--- config.mk ---
export PLATFORM = sky130hd
export DESIGN_NAME = alarme_ctrl
export DESIGN_NICKNAME = d
export VERILOG_FILES = /design/src/rtl/alarme_ctrl.sv
export SDC_FILE = /design/constraint.sdc
export NUM_CORES = 1
export LEC_CHECK = 0
export BUFFER_PORTS_ARGS = -buffer_cell sky130_fd_sc_hd__buf_4
export CORE_ASPECT_RATIO = 1.4
export CORE_MARGIN = 1.5
export CORE_UTILIZATION = 30
export DETAILED_ROUTE_END_ITERATION = 7
export HOLD_SLACK_MARGIN = 0.02
export PLACE_DENSITY_LB_ADDON = 0.15
export SETUP_SLACK_MARGIN = 0.1
export SLEW_MARGIN = 40
export SYNTH_ARGS = -nofsm -noshare
export SYNTH_HDL_FRONTEND = slang
export SYNTH_SLANG_ARGS = --single-unit
export TNS_END_PERCENT = 30
--- constraint.sdc ---
create_clock -name clk -period 4.7 [get_ports clk]
set_input_delay 0.94 -clock clk [delete_from_list [all_inputs] [get_ports clk]]
set_output_delay 0.94 -clock clk [all_outputs]
set_load 0.01 [all_outputs]
--- src/rtl/alarme_ctrl.sv ---
// Alarm ringing controller: detects the start of a time/alarm match and runs
// the ring / snooze / stop sequence. All timing is counted in 1 Hz ticks.
// State, timer, phase and snooze count update on the edge that samples the
// inputs; the output flops then follow one clock later.
module alarme_ctrl #(
  parameter int RING_SECS   = 60,
  parameter int SNOOZE_SECS = 300,
  parameter int MAX_SNOOZE  = 3
) (
  input  logic       clk,
  input  logic       rst_n,
  input  logic       tick_1hz,
  input  logic       match,
  input  logic       arm,
  input  logic       snooze,
  input  logic       stop,
  output logic       buzzer,
  output logic       ringing,
  output logic       snoozing,
  output logic [3:0] snooze_cnt
);

  localparam int MAX_SECS = (RING_SECS > SNOOZE_SECS) ? RING_SECS : SNOOZE_SECS;
  localparam int TW       = $clog2(MAX_SECS + 1);

  localparam logic [TW-1:0] RING_LOAD   = TW'(RING_SECS);
  localparam logic [TW-1:0] SNOOZE_LOAD = TW'(SNOOZE_SECS);
  localparam logic [TW-1:0] TIMER_ONE   = TW'(1);
  localparam logic [TW-1:0] TIMER_ZERO  = TW'(0);
  localparam logic [3:0]    MAX_CNT     = 4'(MAX_SNOOZE);

  typedef enum logic [1:0] {
    ST_DISARMED = 2'd0,
    ST_ARMED    = 2'd1,
    ST_RINGING  = 2'd2,
    ST_SNOOZE   = 2'd3
  } state_t;

  state_t        state_r, state_s;
  logic [TW-1:0] timer_r, timer_s;
  logic [3:0]    cnt_r, cnt_s;
  logic          phase_r, phase_s;
  logic          match_d_r;
  logic          match_rise_s;

  logic          buzzer_r;
  logic          ringing_r;
  logic          snoozing_r;
  logic [3:0]    snooze_cnt_r;

  // Only a fresh 0->1 edge of the comparator may start a ring.
  assign match_rise_s = match & ~match_d_r;

  // Next-state logic: transitions are checked in priority order.
  always_comb begin
    state_s = state_r;
    timer_s = timer_r;
    cnt_s   = cnt_r;
    phase_s = phase_r;
    if (!arm) begin
      state_s = ST_DISARMED;
      timer_s = TIMER_ZERO;
      cnt_s   = 4'd0;
      phase_s = 1'b0;
    end else begin
      case (state_r)
        ST_DISARMED: begin
          state_s = ST_ARMED;
        end
        ST_ARMED: begin
          if (match_rise_s) begin
            state_s = ST_RINGING;
            timer_s = RING_LOAD;
            cnt_s   = 4'd0;
            phase_s = 1'b1;
          end else begin
            state_s = ST_ARMED;
          end
        end
        ST_RINGING: begin
          if (stop) begin
            state_s = ST_ARMED;
            cnt_s   = 4'd0;
          end else if (snooze && (cnt_r < MAX_CNT)) begin
            state_s = ST_SNOOZE;
            timer_s = SNOOZE_LOAD;
            cnt_s   = cnt_r + 4'd1;
          end else if (tick_1hz) begin
            if (timer_r == TIMER_ONE) begin
              state_s = ST_ARMED;
              cnt_s   = 4'd0;
            end else begin
              timer_s = timer_r - TIMER_ONE;
              phase_s = ~phase_r;
            end
          end else begin
            state_s = ST_RINGING;
          end
        end
        ST_SNOOZE: begin
          if (stop) begin
            state_s = ST_ARMED;
            cnt_s   = 4'd0;
          end else if (tick_1hz) begin
            if (timer_r == TIMER_ONE) begin
              state_s = ST_RINGING;
              timer_s = RING_LOAD;
              phase_s = 1'b1;
            end else begin
              timer_s = timer_r - TIMER_ONE;
            end
          end else begin
            state_s = ST_SNOOZE;
          end
        end
        default: begin
          state_s = ST_DISARMED;
          timer_s = TIMER_ZERO;
          cnt_s   = 4'd0;
          phase_s = 1'b0;
        end
      endcase
    end
  end

  // Sequence state, timer, snooze count, buzzer phase and match history.
  always_ff @(posedge clk or negedge rst_n) begin
    if (!rst_n) begin
      state_r   <= ST_DISARMED;
      timer_r   <= TIMER_ZERO;
      cnt_r     <= 4'd0;
      phase_r   <= 1'b0;
      match_d_r <= 1'b0;
    end else begin
      state_r   <= state_s;
      timer_r   <= timer_s;
      cnt_r     <= cnt_s;
      phase_r   <= phase_s;
      match_d_r <= match;
    end
  end

  // Output flops decoded from the registered state, so no input reaches an output.
  always_ff @(posedge clk or negedge rst_n) begin
    if (!rst_n) begin
      buzzer_r     <= 1'b0;
      ringing_r    <= 1'b0;
      snoozing_r   <= 1'b0;
      snooze_cnt_r <= 4'd0;
    end else begin
      buzzer_r     <= (state_r == ST_RINGING) & phase_r;
      ringing_r    <= (state_r == ST_RINGING);
      snoozing_r   <= (state_r == ST_SNOOZE);
      snooze_cnt_r <= cnt_r;
    end
  end

  assign buzzer     = buzzer_r;
  assign ringing    = ringing_r;
  assign snoozing   = snoozing_r;
  assign snooze_cnt = snooze_cnt_r;

endmodule

# After elaboration in Yosys (flattened, before gate mapping)
# Index checks and enable logic that the tools add are counted.
# classes
add_sub_neg	2
order_cmp	1
n_eq_ne	20
muxes	38
bitwise	4
reduce_logical	6
# ops
operator	n
two-way mux 9 bit	9
two-way mux 4 bit	7
inequality test 3 bit, second input constant	9
case mux 9 bit (3 select lines)	1
two-way mux 2 bit	9
inequality test 5 bit, second input constant	3
case mux 4 bit (3 select lines)	1
equality test 9 x 1 -> 1 bit, second input constant	1
two-way mux 1 bit	9
AND reduction 9 bit	1
subtractor 9 x 1 -> 9 bit, second input constant	1
inequality test 4 bit, second input constant	2
case mux 2 bit (4 select lines)	1
AND reduction 7 bit	1
inequality test 6 bit, second input constant	1
AND reduction 5 bit	1
adder 4 x 1 -> 4 bit, second input constant	1
equality test 2 bit, second input constant	2
less-than comparator 4 x 2 -> 1 bit, second input constant	1
inequality test 4 x 1 -> 1 bit, second input constant	1
case mux 1 bit (3 select lines)	1
bitwise AND 1 bit	2
equality test 2 x 1 -> 1 bit, second input constant	1
zero test 2 bit	1
other kinds (3)	4
# word_totals
regBits	24
inputBits	7
out_inout_bits	7

# Logic depth before layout (Yosys ltp)
# depth
depth_word	7
depth_mapped	8
depth_no_buf	7

# Worst setup path before layout
# No wires, ideal clock.
# synth_path
path_type	in2reg
startpoint	in snooze
endpoint	reg timer_r[7]
t_arrival_ns	2.132
t_required_ns	4.576
path_slack_ns	2.443
path_stages	6
cell_sequence	or4b_4 > buf_6 > o21ai_1 > or3_2 > nor2_1 > a211o_2
# synth_via
elab_chain_len	5
word_cells_on_any_way	8
classes_between	eq/ne: 2; mux: 4; reduce/logical: 2
# synth_lines
element	line	text
start, declared	15	input logic snooze,
logical AND 1 bit (*)	84	end else if (snooze && (cnt_r < MAX_CNT)) begin
two-way mux 9 bit	84	
two-way mux 9 bit	81	if (stop) begin
case mux 9 bit (3 select lines)	66	case (state_r)
two-way mux 9 bit	60	if (!arm) begin
end signal, assigned	136	timer_r <= timer_s;
end, declared	40	logic [TW-1:0] timer_r, timer_s;
# Every way passes the cells marked *; elsewhere a longest branch is shown, timed or not. The select of a mux whose other input is x is not followed.
# A chain may end at the register's enable or synchronous reset.

# Worst setup path after layout
# layout_path
startpoint	reg timer_r[1]
endpoint	reg timer_r[3]
# layout_via
elab_chain_len	7
word_cells_on_any_way	13
classes_between	add/sub: 1; eq/ne: 2; mux: 9; reduce/logical: 1
# layout_lines
element	line	text
subtractor 9 x 1 -> 9 bit	93, 110	
two-way mux 9 bit	89	if (timer_r == TIMER_ONE) begin
two-way mux 9 bit	88	end else if (tick_1hz) begin
two-way mux 9 bit	84	
two-way mux 9 bit	81	
case mux 9 bit (3 select lines)	66	
two-way mux 9 bit	60	
# Parallel ways exist; a longest one is shown, timed or not. The select of a mux whose other input is x is not followed.

==> Implementation_results.wiki <==
{| class="wikitable"
! Metric !! Value
|-
| Run status || complete, no violations
|-
| Leakage power || 0.000660 µW
|-
| IO Count || 14
|-
| Die height || 81.0 µm
|-
| Final standard cell count with taps included and fillers excluded || 185
|-
| Core Footprint || 0.00420 mm²
|-
| N_diodes || 0
|-
| Maximum number of pins on one net before global-route repair || 25
|-
| Number of optimization iterations in the first detailed-route pass || 4
|-
| Cell area power density || 277 mW/mm²
|-
| XOR/XNOR Fraction of Synth Area || 0.671%
|-
| CTS tree || yes
|-
| Crit Path Max Fanout || 4
|-
| Final setup skew || 4.11 ps
|-
| Clock-pin transition on the worst setup and hold timing paths || 80 ps
|-
| Peak VDD IR || 0.000141 V
|-
| Overall power consumption || 401 µW
|-
| Area of the multi-input gates || 629 µm²
|-
| Die X || 58.7 µm
|-
| Via count of the first global-routing pass || 1084
|-
| Share of the synthesized area in compound gates (AO/OA/AOI/OAI) || 22.4%
|-
| Cell count after synthesis || 130
|-
| Class of the most critical setup path || flop to flop
|-
| Family with the most delay on the worst path || compound AO/OA/AOI/OAI gates
|-
| Unrepaired setup endpoints after global routing || false
|-
| Synthesis-stage register bit count || 24
|-
| Dominant cell type by area after synthesis || dfrtp_1
|-
| Yosys cell types || 45
|-
| Area grow syn2layout || 11.2%
|-
| Num CTS Buffers || 3
|-
| First-pass GRT wire length || 5110 µm
|-
| Synthesis Warnings || 0
|-
| Worst hold path class || flop to flop
|-
| Routability Congestion || 0.799
|-
| Peak per-stage delay on the critical path || 530 ps
|-
| Average detailed-routed wire length per instance || 15.5 µm
|-
| Fill count || 436
|-
| Data arrival time of the critical path || 2300 ps
|-
| Most common cell after layout, fill and taps aside || dfrtp_1
|-
| Net count of the finished layout || 152
|-
| Post-route DRC violation count || 0
|-
| Number of instances in the placed design || 182
|-
| Largest family of logic cells by synthesized area || compound AO/OA/AOI/OAI gates
|-
| Actual slew at the worst max-slew pin || 542 ps
|-
| Period Utilization, post-route || 45.1%
|-
| Total area of sequential cells || 601 µm²
|-
| Count of cells resized by post-cts repair || 0
|-
| Starting density of the core || 31.0%
|-
| Proportion of synthesized chip area in sequential cells || 46.0%
|-
| Detailed Place HPWL || 2140 µm
|-
| Clock latency at the later pin of the worst-skew pair || 260 ps
|-
| Final number of max-transition violations || 0
|-
| Summed negative setup slack over all endpoints || 0 ps
|-
| First DRT Iteration DRCs || 29
|-
| Via count of the routed design || 1023
|-
| Mapped Area || 0.00131 mm²
|-
| Number of antenna-violating nets in the routed design || 0
|-
| Average via count per standard cell || 5.53
|-
| Number of placement rows || 28
|-
| Overflow left after global routing || 0
|-
| Post-Syn Nets || 140
|-
| Maximum clock frequency || 472 MHz
|-
| Crit path max-delay cell type || a221oi_1
|-
| Share of Yosys cell area claimed by the top area cell type || 46.0%
|-
| Number of endpoints failing setup at the final stage || 0
|-
| Cell Chain, Critical Path || inv_1 > ha_1 > nor4b_2 > nand2_1 > a221oi_1 > a41oi_1 > o22ai_1
|-
| Hold Fails Final Rpt || 0
|-
| Nature of the critical path startpoint || flop
|-
| Number of buffers inserted to repair setup after CTS || 0
|-
| Required arrival time at the worst endpoint || 4880 ps
|-
| Number of hold buffers added after CTS || 0
|-
| Initial antenna violation count || 0
|-
| Quantity of I/O buffers inserted on ports || 13
|-
| Post-Synth Adder-Cell Area || 2.88%
|-
| WP buf/inv || 1
|-
| Worst reg-to-reg setup slack || 2580 ps
|-
| Fraction of final layout cells with drive strength greater than 1 || 20.0%
|-
| Sink count of the clock tree || 24
|-
| Simple-gate area share of the yosys netlist || 21.4%
|-
| Post-layout min period || 2120 ps
|-
| CTS H-tree depth || 1
|-
| Proportion of synthesized area in mux cells || 0.863%
|-
| Synth top area cells || dfrtp_1 (46%), nand2_1 (4.0%), a21oi_1 (3.1%)
|-
| Max-cap viol count || 0
|-
| Leading cell types in the layout, fill and taps excluded || dfrtp_1 (24), nand2_1 (14), buf_4 (13)
|-
| Worst slew slack as a fraction of its limit || 63.4%
|-
| Critical Path End Type || flop
|-
| Deepest clock path buffer count || 2
|-
| Root Buffer || clkbuf_8
|-
| Overall global routing resource usage || 13.9%
|-
| Post-synthesis area per instance || 10.0 µm²
|-
| Die ar. || 0.00476 mm²
|-
| Final WL || 2870 µm
|}
[registers in the layout (all words and copies together) (netlist names)]
signal / count
cnt_r: 4
ringing: 1
match_d_r: 1
snoozing: 1
state_r: 2
snooze_cnt: 4
phase_r: 1
timer_r: 9
buzzer: 1
[cell type report]
class,instances,area share (%)
Sequential cell,24,41.4
Clock buffer,3,2.84
Tap cell,45,3.88
Multi-Input combinational cell,93,43.4
Timing Repair Buffer,13,6.72
Inverter,7,1.81
[logic make-up after synthesis]
kind of cell             after synthesis
AND/OR/NAND/NOR                       48
AO/OA/AOI/OAI                         40
flip-flops                            24
buffers and inverters                 13
adder cells (fa/ha/maj)                3
XOR/XNOR                               1
multiplexers                           1
[per-stage QoR]
step | hold WS [ps] | instance area, µm² | utilization, % | setup slack, ps
after global placement | 393 | 1410 | 33.5 | 2320
after global routing | 448 | 1450 | 34.5 | 2390
after floorplan | 378 | 1310 | - | 2440
after CTS | 417 | 1450 | 34.5 | 2590
final | 411 | 1450 | 34.5 | 2580
after detailed placement | 397 | 1410 | 33.5 | 2320
[power by group]
part / internal, µW / switching, µW / total [µW]
sequential: 213 / 10.7 / 224
combinational: 22.1 / 33.9 / 56.0
clock: 57.3 / 64.1 / 121
[cells in the mapped netlist (all sizes together)]
cell,n
a211o,2
a211oi,4
a21bo,1
a21o,3
a21oi,8
a221oi,2
a22o,1
a31o,1
a31oi,1
a41o,1
a41oi,1
and2,4
and2b,2
and3,1
and4bb,1
buf,4
clkbuf,2
dfrtp,24
ha,3
inv,7
mux2,1
nand2,14
nand2b,2
nand4,1
nand4b,1
nor2,6
nor3,6
nor4,2
nor4b,3
o21a,1
o21ai,9
o22ai,1
o31ai,4
or2b,1
or3,3
or4b,1
xor2,1
[layer usage]
metal	share of wire [%]	track usage (%)
met5	0	0
met4	0.94	4.09
met3	3.5	2.07
met2	51	24.7
met1	44	17.2
[worst paths after layout]
kind | from | depth (start not counted) | to
setup / recovery | timer_r[1] | 7 | timer_r[3]
hold / removal | cnt_r[1] | 0 | snooze_cnt[1]
setup reg to reg | timer_r[1] | 7 | timer_r[3]
hold reg to reg | cnt_r[1] | 0 | snooze_cnt[1]
max in group asynchronous | rst_n | 1 | snooze_cnt[0]
min in group asynchronous | rst_n | 1 | match_d_r
Note: power is estimated with default switching activity, not from simulation.
